<file path="config.mk">
export PLATFORM = sky130hd
export DESIGN_NAME = tdc
export DESIGN_NICKNAME = d
export VERILOG_FILES = /design/src/rtl/tdc_pkg.sv /design/src/rtl/tdc_therm2bin.sv /design/src/rtl/tdc.sv
export SDC_FILE = /design/constraint.sdc
export NUM_CORES = 1
export LEC_CHECK = 0
export CORE_ASPECT_RATIO = 2
export CORE_MARGIN = 2
export CORE_UTILIZATION = 30
export CTS_CLUSTER_SIZE = 14
export DETAILED_ROUTE_END_ITERATION = 12
export SYNTH_ARGS = -nofsm -noshare
export SYNTH_HDL_FRONTEND = slang
export SYNTH_HIERARCHICAL = 1
export SYNTH_SLANG_ARGS = --single-unit
</file>
<file path="constraint.sdc">
create_clock -name clk -period 20.5 [get_ports clk]
set_input_delay 2.05 -clock clk [delete_from_list [all_inputs] [get_ports clk]]
set_output_delay 2.05 -clock clk [all_outputs]
set_load 0.02 [all_outputs]
</file>
<file path="src/rtl/tdc_pkg.sv">
// Shared types and sizes for the tapped-delay-line TDC.
`timescale 1ns/1ps
package tdc_pkg;
  localparam int unsigned N_TAPS   = 32;
  localparam int unsigned FINE_W   = $clog2(N_TAPS);
  localparam int unsigned COARSE_W = 4;

  typedef enum logic {
    IDLE,
    ARMED
  } state_t;

  typedef logic [N_TAPS-1:0] therm_t;
endpackage

</file>
<file path="src/rtl/tdc_therm2bin.sv">
// Thermometer to binary: count of consecutive ones from bit 0, clamped to N_TAPS-1.
`timescale 1ns/1ps
module tdc_therm2bin
  import tdc_pkg::*;
(
  input  therm_t            therm,
  output logic [FINE_W-1:0] bin
);

  logic            run;
  logic [FINE_W:0] ones;

  always_comb begin
    run  = 1'b1;
    ones = '0;
    for (int unsigned i = 0; i < N_TAPS; i++) begin
      run  = run & therm[i];
      ones = ones + {{FINE_W{1'b0}}, run};
    end
    bin = (ones > (FINE_W+1)'(N_TAPS-1)) ? FINE_W'(N_TAPS-1) : ones[FINE_W-1:0];
  end

endmodule

</file>
<file path="src/rtl/tdc.sv">
// Hit-pulse width TDC: 100 MHz coarse count plus fine start/stop bins from two delay lines.
// Define TDC_SATURATE_EN to saturate the coarse count at 15 instead of wrapping.
`timescale 1ns/1ps
module tdc
  import tdc_pkg::*;
#(
  parameter real TAP_DELAY = 0.3
) (
  input  logic                clk,
  input  logic                rst,
  input  logic                hit,
  output logic [FINE_W-1:0]   bin_out_start,
  output logic [FINE_W-1:0]   bin_out_stop,
  output logic [COARSE_W-1:0] out_count
);

  logic line_h [N_TAPS+1];
  logic line_n [N_TAPS+1];

  assign line_h[0] = hit;
  assign line_n[0] = ~hit;

  generate
    for (genvar i = 1; i <= N_TAPS; i++) begin : g_tap
`ifdef SYNTHESIS
      assign line_h[i] = line_h[i-1];
      assign line_n[i] = line_n[i-1];
`else
      assign #(TAP_DELAY) line_h[i] = line_h[i-1];
      assign #(TAP_DELAY) line_n[i] = line_n[i-1];
`endif
    end
  endgenerate

  therm_t taps_h, taps_n;

  always_comb begin
    taps_h = '0;
    taps_n = '0;
    for (int unsigned i = 0; i < N_TAPS; i++) begin
      taps_h[i] = line_h[i+1];
      taps_n[i] = line_n[i+1];
    end
  end

  therm_t     therm_s, therm_p;
  logic [2:0] h_hist;
  logic [2:0] vld;

  always_ff @(posedge clk or posedge rst) begin
    if (rst) begin
      therm_s <= '0;
      therm_p <= '0;
      h_hist  <= '0;
      vld     <= '0;
    end else begin
      therm_s <= taps_h;
      therm_p <= taps_n;
      h_hist  <= {h_hist[1:0], line_h[0]};
      vld     <= {vld[1:0], 1'b1};
    end
  end

  // A start needs two low samples before it: enforces stop-to-start spacing
  // and rejects a hit that was already high when reset released.
  logic quiet, rise, fall, runt;

  assign quiet = vld[2] & ~h_hist[1] & ~h_hist[2];
  assign rise  = quiet & h_hist[0];
  assign runt  = quiet & ~h_hist[0] & (|therm_s);
  assign fall  = h_hist[1] & ~h_hist[0];

  // A sub-cycle pulse has already left the head of the line; its start edge
  // is the far end of the first run of ones, so leading zeros are filled.
  therm_t fill, start_vec;
  logic   seen;

  always_comb begin
    seen = 1'b0;
    fill = '0;
    for (int unsigned i = 0; i < N_TAPS; i++) begin
      fill[i] = therm_s[i] | ~seen;
      seen    = seen | therm_s[i];
    end
    start_vec = h_hist[0] ? therm_s : fill;
  end

  logic [FINE_W-1:0] start_bin, stop_bin;

  tdc_therm2bin u_start_bin (
    .therm (start_vec),
    .bin   (start_bin)
  );

  tdc_therm2bin u_stop_bin (
    .therm (therm_p),
    .bin   (stop_bin)
  );

  state_t state, state_nx;
  logic   start_ld, stop_ld;

  always_ff @(posedge clk or posedge rst) begin
    if (rst) state <= IDLE;
    else     state <= state_nx;
  end

  always_comb begin
    state_nx = state;
    start_ld = 1'b0;
    stop_ld  = 1'b0;
    case (state)
      IDLE: begin
        if (rise) begin
          state_nx = ARMED;
          start_ld = 1'b1;
        end else if (runt) begin
          start_ld = 1'b1;
          stop_ld  = 1'b1;
        end
      end
      ARMED: begin
        if (fall) begin
          state_nx = IDLE;
          stop_ld  = 1'b1;
        end
      end
      default: state_nx = IDLE;
    endcase
  end

  logic [FINE_W-1:0]   start_code;
  logic [COARSE_W-1:0] cnt, cnt_inc;

  always_comb begin
`ifdef TDC_SATURATE_EN
    cnt_inc = (cnt == '1) ? cnt : cnt + 1'b1;
`else
    cnt_inc = cnt + 1'b1;
`endif
  end

  // Events are acted on one edge after capture, so cnt counts edges since Cs.
  always_ff @(posedge clk or posedge rst) begin
    if (rst) begin
      cnt           <= '0;
      start_code    <= '0;
      bin_out_start <= '0;
      bin_out_stop  <= '0;
      out_count     <= '0;
    end else begin
      cnt <= (state == IDLE) ? COARSE_W'(1) : cnt_inc;
      if (start_ld) start_code <= start_bin;
      if (stop_ld) begin
        bin_out_start <= (state == IDLE) ? start_bin : start_code;
        bin_out_stop  <= stop_bin;
        out_count     <= (state == IDLE) ? '0 : cnt;
      end
    end
  end

endmodule

</file>
**Yosys cells after proc, flatten, opt, wreduce, memory -nomap -nowiden**

Index checks and enable logic that the tools add are counted.

- Flip-flop bits (word level): 32
- Input bits: 3
- Output and inout bits: 14
- Word-level logic and storage cells: 256

- $add $sub $neg: 63
- $lt $le $gt $ge: 2
- Muxes and demuxes: 15
- Bitwise logic cells: 165
- Reduce and logical (&&, ||, !) cells: 1

Operators with widths:

| cell | count |
|---|---|
| adder 6 x 1 -> 6 bit | 60 |
| bitwise AND 1 bit | 68 |
| bitwise OR 1 bit | 61 |
| NOT 1 bit | 36 |
| 2-to-1 mux 32 bit | 1 |
| OR reduction 32 bit | 1 |
| 2-to-1 mux 5 bit | 3 |
| greater-than comparator 6 x 5 -> 1 bit (second input constant) | 2 |
| 2-to-1 mux 4 bit | 2 |
| 2-to-1 mux 1 bit | 7 |
| adder 1 x 1 -> 2 bit | 2 |
| adder 4 x 1 -> 4 bit (second input constant) | 1 |
| one-hot mux 1 bit (2 select lines) | 2 |

**Longest topological paths before layout**

Gate-level depths: netlist (run 1).

- Depth in word-level cells: 68
- Gate-level depth with buffers: 22

**Cells and area by module**

The synthesis (run 1) kept the hierarchy.

Modules (own cells, without submodules):

| module | instances | cells each | area each (µm²) | sequential area each (µm²) |
|---|---|---|---|---|
| tdc_therm2bin at u_start_bin | 1 | 134 | 1128.6 | 0.0 |
| tdc | 1 | 68 | 1126.1 | 775.7 |
| tdc_therm2bin at u_stop_bin | 1 | 133 | 1112.3 | 0.0 |

**Worst setup path after synthesis (run 1)**

OpenSTA, ideal clock, no wires.

- Path type: register to register
- Start: register therm_p[0] (netlist name)
- End: register bin_out_stop[4]
- Setup time: 0.125 ns
- Data arrival time: 7.108 ns
- Path slack: 13.267 ns
- Stages on the path, launching flop included: 21
- Path buffers: 1
- Cell sequence: dfrtp_1 -> nand4_2 -> or4_1 -> buf_2 -> or4_1 -> fa_1 -> inv_1 -> fa_1 -> inv_1 -> fa_1 -> fa_1 -> inv_1 -> fa_1 -> inv_1 -> fa_1 -> inv_1 -> fa_1 -> a21o_1 -> a211oi_1 -> a41oi_1 -> mux2_2

- Word-level cells in the longest chain between the ends: 34
- Elaborated cells on any way between the ends: 64
- Classes of those cells: 31 x add/sub; 1 x order compare; 1 x mux; 31 x bitwise

Ends and longest elaborated chain:

| item | line | text |
|---|---|---|
| bitwise AND 1 bit | tdc_therm2bin.sv:17 | `run = run & therm[i];` |
| adder 1 x 1 -> 2 bit or bitwise AND 1 bit (tied branches) | tdc_therm2bin.sv:18, tdc_therm2bin.sv:17 |  |
| adder 6 x 1 -> 6 bit or bitwise AND 1 bit (tied branches) (29 in a row) | tdc_therm2bin.sv:18, tdc_therm2bin.sv:17 |  |
| adder 6 x 1 -> 6 bit * | tdc_therm2bin.sv:18 | `ones = ones + {{FINE_W{1'b0}}, run};` |
| greater-than comparator 6 x 5 -> 1 bit | tdc_therm2bin.sv:20 | `bin = (ones > (FINE_W+1)'(N_TAPS-1)) ? FINE_W'(N_TAPS-1) : ones[FINE_W-1:0];` |
| 2-to-1 mux 5 bit * | tdc_therm2bin.sv:20 |  |
| net stop_bin[4] | tdc.sv:88 | `logic [FINE_W-1:0] start_bin, stop_bin;` |
| end signal: assignment | tdc.sv:156 | `bin_out_stop <= stop_bin;` |
| end: declaration | tdc.sv:13 | `output logic [FINE_W-1:0] bin_out_stop,` |

The timed path passes the listed nets; every way through them passes the cells marked *.
A chain may end at the register's enable or synchronous reset.

**Final worst setup path (run 1)**

- Start: register therm_p[0] (netlist name)
- End: register bin_out_stop[2]

- Word-level cells in the longest chain between the ends: 34
- Elaborated cells on any way between the ends: 64
- Classes of those cells: 31 x add/sub; 1 x order compare; 1 x mux; 31 x bitwise

Ends and longest elaborated chain:

| item | line |
|---|---|
| bitwise AND 1 bit | tdc_therm2bin.sv:17 |
| adder 1 x 1 -> 2 bit or bitwise AND 1 bit (tied branches) | tdc_therm2bin.sv:18, tdc_therm2bin.sv:17 |
| adder 6 x 1 -> 6 bit or bitwise AND 1 bit (tied branches) (29 in a row) | tdc_therm2bin.sv:18, tdc_therm2bin.sv:17 |
| adder 6 x 1 -> 6 bit * | tdc_therm2bin.sv:18 |
| greater-than comparator 6 x 5 -> 1 bit | tdc_therm2bin.sv:20 |
| 2-to-1 mux 5 bit * | tdc_therm2bin.sv:20 |
| net stop_bin[2] | tdc.sv:88 |

Marks and branches as above.

==> results of run 1 <==
-- metrics by stage --
stage	utilization (%)	cell area (sq um)	hold WS, ns	total power (W)	setup WS, ns
6_report	37.3	4090	0.348	0.000202	13.05
5_1_grt	37.3	4090	0.356	0.000214	12.55
4_1_cts	37.3	4090	0.351	0.000203	13.05
3_5_place_dp	35.7	3910	0.339	0.000117	13.08
3_3_place_gp	35.7	3910	0.341	0.000116	13.14
2_1_floorplan	-	3620	0.331	0.000102	13.27
-- layer usage --
metal	track usage, %	part of all wire, %	vias to the layer above
met1	12.6	35	1105
met5	0	0	-
met2	24.9	60	31
met3	0.939	1.5	18
li1	-	-	1238
met4	5.91	4.3	0
-- worst min-delay path by stage --
stage	startpoint	endpoint	slack (ns)	cells after the start
2_1_floorplan	vld[0]	vld[1]	0.33	0
3_3_place_gp	vld[1]	vld[2]	0.34	0
3_5_place_dp	vld[0]	vld[1]	0.34	0
4_1_cts	vld[0]	vld[1]	0.35	0
5_1_grt	vld[0]	vld[1]	0.36	0
6_report	vld[0]	vld[1]	0.35	0
-- flip-flops by register name (all words and copies together), names as in the netlist, 3 cells and up --
signal and count:
out_count 4, bin_out_start 5, bin_out_stop 5, start_code 5, h_hist 3, cnt 4
vld 3
-- report_power, final --
group	switching (W)	internal [W]	leakage, nW	total (W)
registers	0.00000652	0.0000689	0.399	0.0000754
logic	0.0000209	0.0000206	1.59	0.0000415
clock network	0.0000251	0.0000603	0.0868	0.0000853
-- cell families (layout without fill, tap and decap cells) --
| group | count (synthesis) | count (layout) |
|---|---|---|
| AO/OA/AOI/OAI | 23 | 23 |
| multiplexers | 21 | 21 |
| AND/OR/NAND/NOR | 129 | 129 |
| XOR/XNOR | 4 | 4 |
| flip-flops | 31 | 31 |
| buffers and inverters | 63 | 78 |
| other | 1 | 68 |
| adder cells (fa/ha/maj) | 63 | 63 |
-- synthesized netlist by cell type (5+ instances only) --
cell type,number
and2_1,8
mux2_2,14
nand3_1,16
nor3_1,16
and4_1,6
nand4_1,18
nor2b_1,5
a21o_1,5
nand2_1,21
ha_1,15
nor2_1,10
dfrtp_1,31
fa_1,48
mux2_4,5
inv_1,51
nor4_1,9
buf_2,5
and3_1,6
-- layout make-up --
type                       instances  area (sq um)
clock buffer                       6           139
clock inverter                     2          35.0
timing repair buffer              17           168
fill                            1142          6860
tap                              140           175
inverter                          53           199
sequential                        31           777
multi-input combinational        308          2590
-- cells in the final DEF (no fill, tap or decap), types with 2 or more instances in the layout --
cell type	count
nor2b_1	5
nand2_1	21
clkbuf_16	5
mux2i_1	2
a21o_1	5
or4_1	3
a21oi_1	4
fa_1	48
nand3_1	16
ha_1	15
clkdlybuf4s50_1	16
dfrtp_1	30
inv_1	51
and4_1	6
nor3_1	16
nor4_1	9
a211oi_1	4
o21ai_0	4
and3_1	6
nor2_1	10
a41oi_1	2
xnor2_1	3
and2_1	8
nand4_1	18
mux2_2	14
mux2_4	5
conb_1	68
o21bai_1	4
==> reports/results.ini, run 1 <==
[worst_setup_path]
worstSetupPathDepth=19
critPathKind=flip-flop to flip-flop
worstPathMaxFanout=82
reg2reg_slack_ns=13.05
cp-start-kind=flip-flop
end_kind=flip-flop
worstRegToRegCells=19
path_cells=nand4_2, or4_1, or4_1, fa_1, inv_1, fa_1, inv_1, fa_1, fa_1, inv_1, fa_1, inv_1, fa_1, inv_1, ha_1, a21o_1, a211oi_1, o21ai_0, mux2_2
critical-path-top-delay-family=adder cells
critPathRequiredTime_ns=20.66
slowest_delay_ns=1.05
slowest_stage=dfrtp_2
startpoint=therm_p[0]
r2r_start=therm_p[0]
critPathArrivalTime_ns=7.61
crit_buf_inv=5
crit_path_frequent_cell=fa_1
endpoint=bin_out_stop[2]
reg2reg_to=bin_out_stop[2]

[yosys]
synth_area_sq_um=3370
syn_inst=335
synth_area_leaders=fa_1, dfrtp_1, inv_1, ha_1, mux2_2
synth_top_cell_area_share_pct=28.5
synth_ff_type=dfrtp_1
synth_compound_area_share_pct=4.61
synth.distinct_cells=44
syn_avg_cell_area_sq_um=10.1
yosysWarnings=6
synth-xor-area-share_pct=1.04
synthSimpleGateAreaFrac_pct=22.1
ys_seq_elements=31
synth_fa_ha_area_share_pct=34.1
synth_seq_area_share_pct=23.0
muxShareOfSynthArea_pct=7.51
yosys.area.top_type=fa_1
synth-edff-count=0
synthArstFlopShare_pct=100
synth_top_family_by_area=adder cells

[cts]
cts.sinks=31
cts_resized=0
cts_setup_buffers=0
path_clk_slew_ns=0.05
holdBufCountCts=0
cts.root.buffer_cell=clkbuf_16
clk_latency_ns=0.27
max-clock-path-buffers=2
htree_levels=2
cts_tree=yes
cts-buffers-inserted=5

[detailed_routing]
drc_errors=0
drt-total-wl_microns=6780
wire_per_inst_microns=12.2
antenna_left=0
viasPerCell=4.29
firstDrtPassIters=4
routed-via-count=2392
drt_iter0_markers=84

[sta]
fin_crit_ns=7.45
setup_viol=0
fin_skew_ns=0.00351
period_share_pct=36.3
slew_headroom_pct=30.5
max_freq_ghz=0.134
finalSetupTns_ns=0
worst_pin_slew_ns=1.04
drv_slew=0
finalHoldViolCount=0
rsz0062_at_grt=false

[layout]
antennaDiodeCount=0
drive_gt1_share_pct=8.87
layoutNonFillerInstCount=557
syn2layout_area_growth_pct=21.3
nets=482

[placement]
hpwl_microns=5660
numPortBuffers=16
dp_cells=549
gp_congestion=0.844

[run]
cap_violations=0

[die]
die-area_sq_um=12100
fp.dieW_microns=78.9
rows=54
die-height_microns=154
io_pins=17
core-area_sq_um=10900
start_util_pct=30.8

[global_route]
grt_pass1_vias=2640
grt_max_degree=83
grt_pass1_wl_microns=12000
grt_util_all_layers_pct=12.5
antenna_found_initial=0
grt_overflow=0

[worst_hold_path]
hp-class=flip-flop to flip-flop

[pwr]
vdd_drop_max_mv=0.0372
p_per_area_nw_per_um2=49.5
p_leak_nw=2.07

[status]
status=completed

Power figures use the tool's default switching activity.
==> run 2: changes to the inputs <==
Clock period 20.5 ns to 6.6 ns, I/O delays scaled along.
==> run 2 against run 1 <==
Fmax rose by 18%. Utilization increased by 0.94 points. Sequential power grew to 3.0 times the previous value. Design area grew 2.5%. Clock power increased to 3.0 times the previous value. Routed wire length decreased by 2.4%. Non-clock buffer count rose by 10. Sequential share of layout area down 0.41 points. Critical path type unchanged. Largest power group unchanged.
==> reports/results.ini, run 2 (synthesis results as in run 1) <==
[status]
status=completed

[die]
die-height_microns=154
core-area_sq_um=10900
rows=54
io_pins=17
die-area_sq_um=12100
fp.dieW_microns=78.9
start_util_pct=30.8

[worst_setup_path]
reg2reg_to=bin_out_stop[4]
crit_path_frequent_cell=fa_1
cp-start-kind=flip-flop
slowest_stage=or4_4
end_kind=flip-flop
critPathArrivalTime_ns=6.47
slowest_delay_ns=0.56
path_cells=nand4_2, or4_1, or4_4, fa_1, inv_1, fa_1, inv_1, fa_1, fa_1, inv_1, fa_1, inv_1, fa_1, inv_1, fa_1, a21o_1, a211oi_2, a41oi_1, mux2_2
worstRegToRegCells=19
startpoint=therm_p[0]
r2r_start=therm_p[0]
critPathKind=flip-flop to flip-flop
reg2reg_slack_ns=0.29
critPathRequiredTime_ns=6.76
worstPathMaxFanout=9
endpoint=bin_out_stop[4]

[detailed_routing]
viasPerCell=4.41
drt_iter0_markers=52
wire_per_inst_microns=11.7
drt-total-wl_microns=6620
firstDrtPassIters=4
routed-via-count=2500
drc_errors=0
antenna_left=0

[sta]
drv_slew=0
max_freq_ghz=0.158
fin_ws_ns=0.285
setup_viol=0
finalSetupTns_ns=0
fin_skew_ns=0.00527
finalHoldViolCount=0
period_share_pct=95.7
fin_crit_ns=6.31

[layout]
antennaDiodeCount=0
top_regs=bin_out_start: 5 flops, bin_out_stop: 5 flops, start_code: 5 flops
syn2layout_area_growth_pct=24.4
layout.cells.most_common=conb_1
drive_gt1_share_pct=12.4
layout_common_cells=conb_1, inv_1, fa_1
nets=492

[placement]
gp_congestion=0.833
hpwl_microns=5720
numPortBuffers=16
place_ws_ns=0.115

[global_route]
grt_use_met2_pct=24.7
grt_pass1_vias=2616
grt_util_all_layers_pct=12.2
met1_usage_pct=11.1
busiest_layer=met2
use_met3_pct=1.82
grt_max_degree=32
antenna_found_initial=0
grt_pass1_wl_microns=11600
grt_overflow=0

[cts]
cts_tree=yes
cts.root.buffer_cell=clkbuf_16
clk_latency_ns=0.27
path_clk_slew_ns=0.05
cts.sinks=31
htree_levels=2
cts-buffers-inserted=5
max-clock-path-buffers=2

[pwr]
vdd_drop_max_mv=0.178
p_per_area_nw_per_um2=149
p_leak_nw=2.12

[worst_hold_path]
hp-class=flip-flop to flip-flop

[run]
cap_violations=0

-- run 2: changes by cell type in the layout (fill, tap and decap cells not counted) --
cell        delta
buf_4          +9
or4_1          -2
dfrtp_4        +1
buf_2          +1
a211oi_2       +2
clkinvlp_4     +1
dfrtp_2        -1
nor4_1         -1
a211oi_1       -2
or4_4          +2
clkinv_1       -1
nor4_2         +1
-- run 2: worst min path at each step --
stage	from	endpoint	slack (ns)	cells past startpoint
after global placement	vld[1]	vld[2]	0.34	0
after global routing	vld[0]	vld[1]	0.35	0
after CTS	vld[0]	vld[1]	0.35	0
final	vld[0]	vld[1]	0.34	0
after floorplan	vld[0]	vld[1]	0.33	0
after detailed placement	vld[1]	vld[2]	0.34	0
-- run 2: final cells by class --
type / instances / area, sq um
fillers: 1124 / 6760
multi-input cells: 308 / 2620
flip-flops and latches: 31 / 779
repair buffers: 27 / 240
inverters: 53 / 203
well taps: 140 / 175
clock buffers: 6 / 139
clock inverters: 2 / 35.0
-- run 2: per-layer routing --
| layer | part of all wire [%] | wire length (microns) |
|---|---|---|
| met5 | 0 | 0 |
| met1 | 32 | 2100 |
| met3 | 1.7 | 115 |
| met4 | 5.2 | 342 |
| met2 | 61 | 4060 |
-- run 2: per-stage QoR --
step	power, W	area [sq um]	instances	util (%)	hold slack [ns]
floorplan	0.000317	3620	402	-	0.331
global placement	0.000362	3960	555	36.2	0.337
detailed placement	0.000365	3960	555	36.2	0.339
CTS	0.000628	4130	563	37.8	0.347
global route	0.000661	4190	567	38.3	0.348
finish	0.000624	4190	567	38.3	0.343
-- run 2: power breakdown --
part / switching [W] / internal [W] / total [W]
registers: 0.0000142 / 0.000214 / 0.000228
logic: 0.0000709 / 0.0000659 / 0.000137
clock network: 0.0000717 / 0.000187 / 0.000259
-- run 2: repair_timing --
item | CTS | global route
setup buffers | 0 | 4
setup endpoints to repair | 0 | 5
gates resized for setup | 0 | 8
hold buffers | 0 | 0
-- run 2: critical path, delay by kind of cell (launching register included) --
family,cells,cell delay [ns]
AOI/OAI and AO/OA,3,0.48
adders and majority gates,7,3.39
and+or+nand+nor,3,1.24
DFF,1,0.47
muxes,1,0.27
buffers and inverters,5,0.33
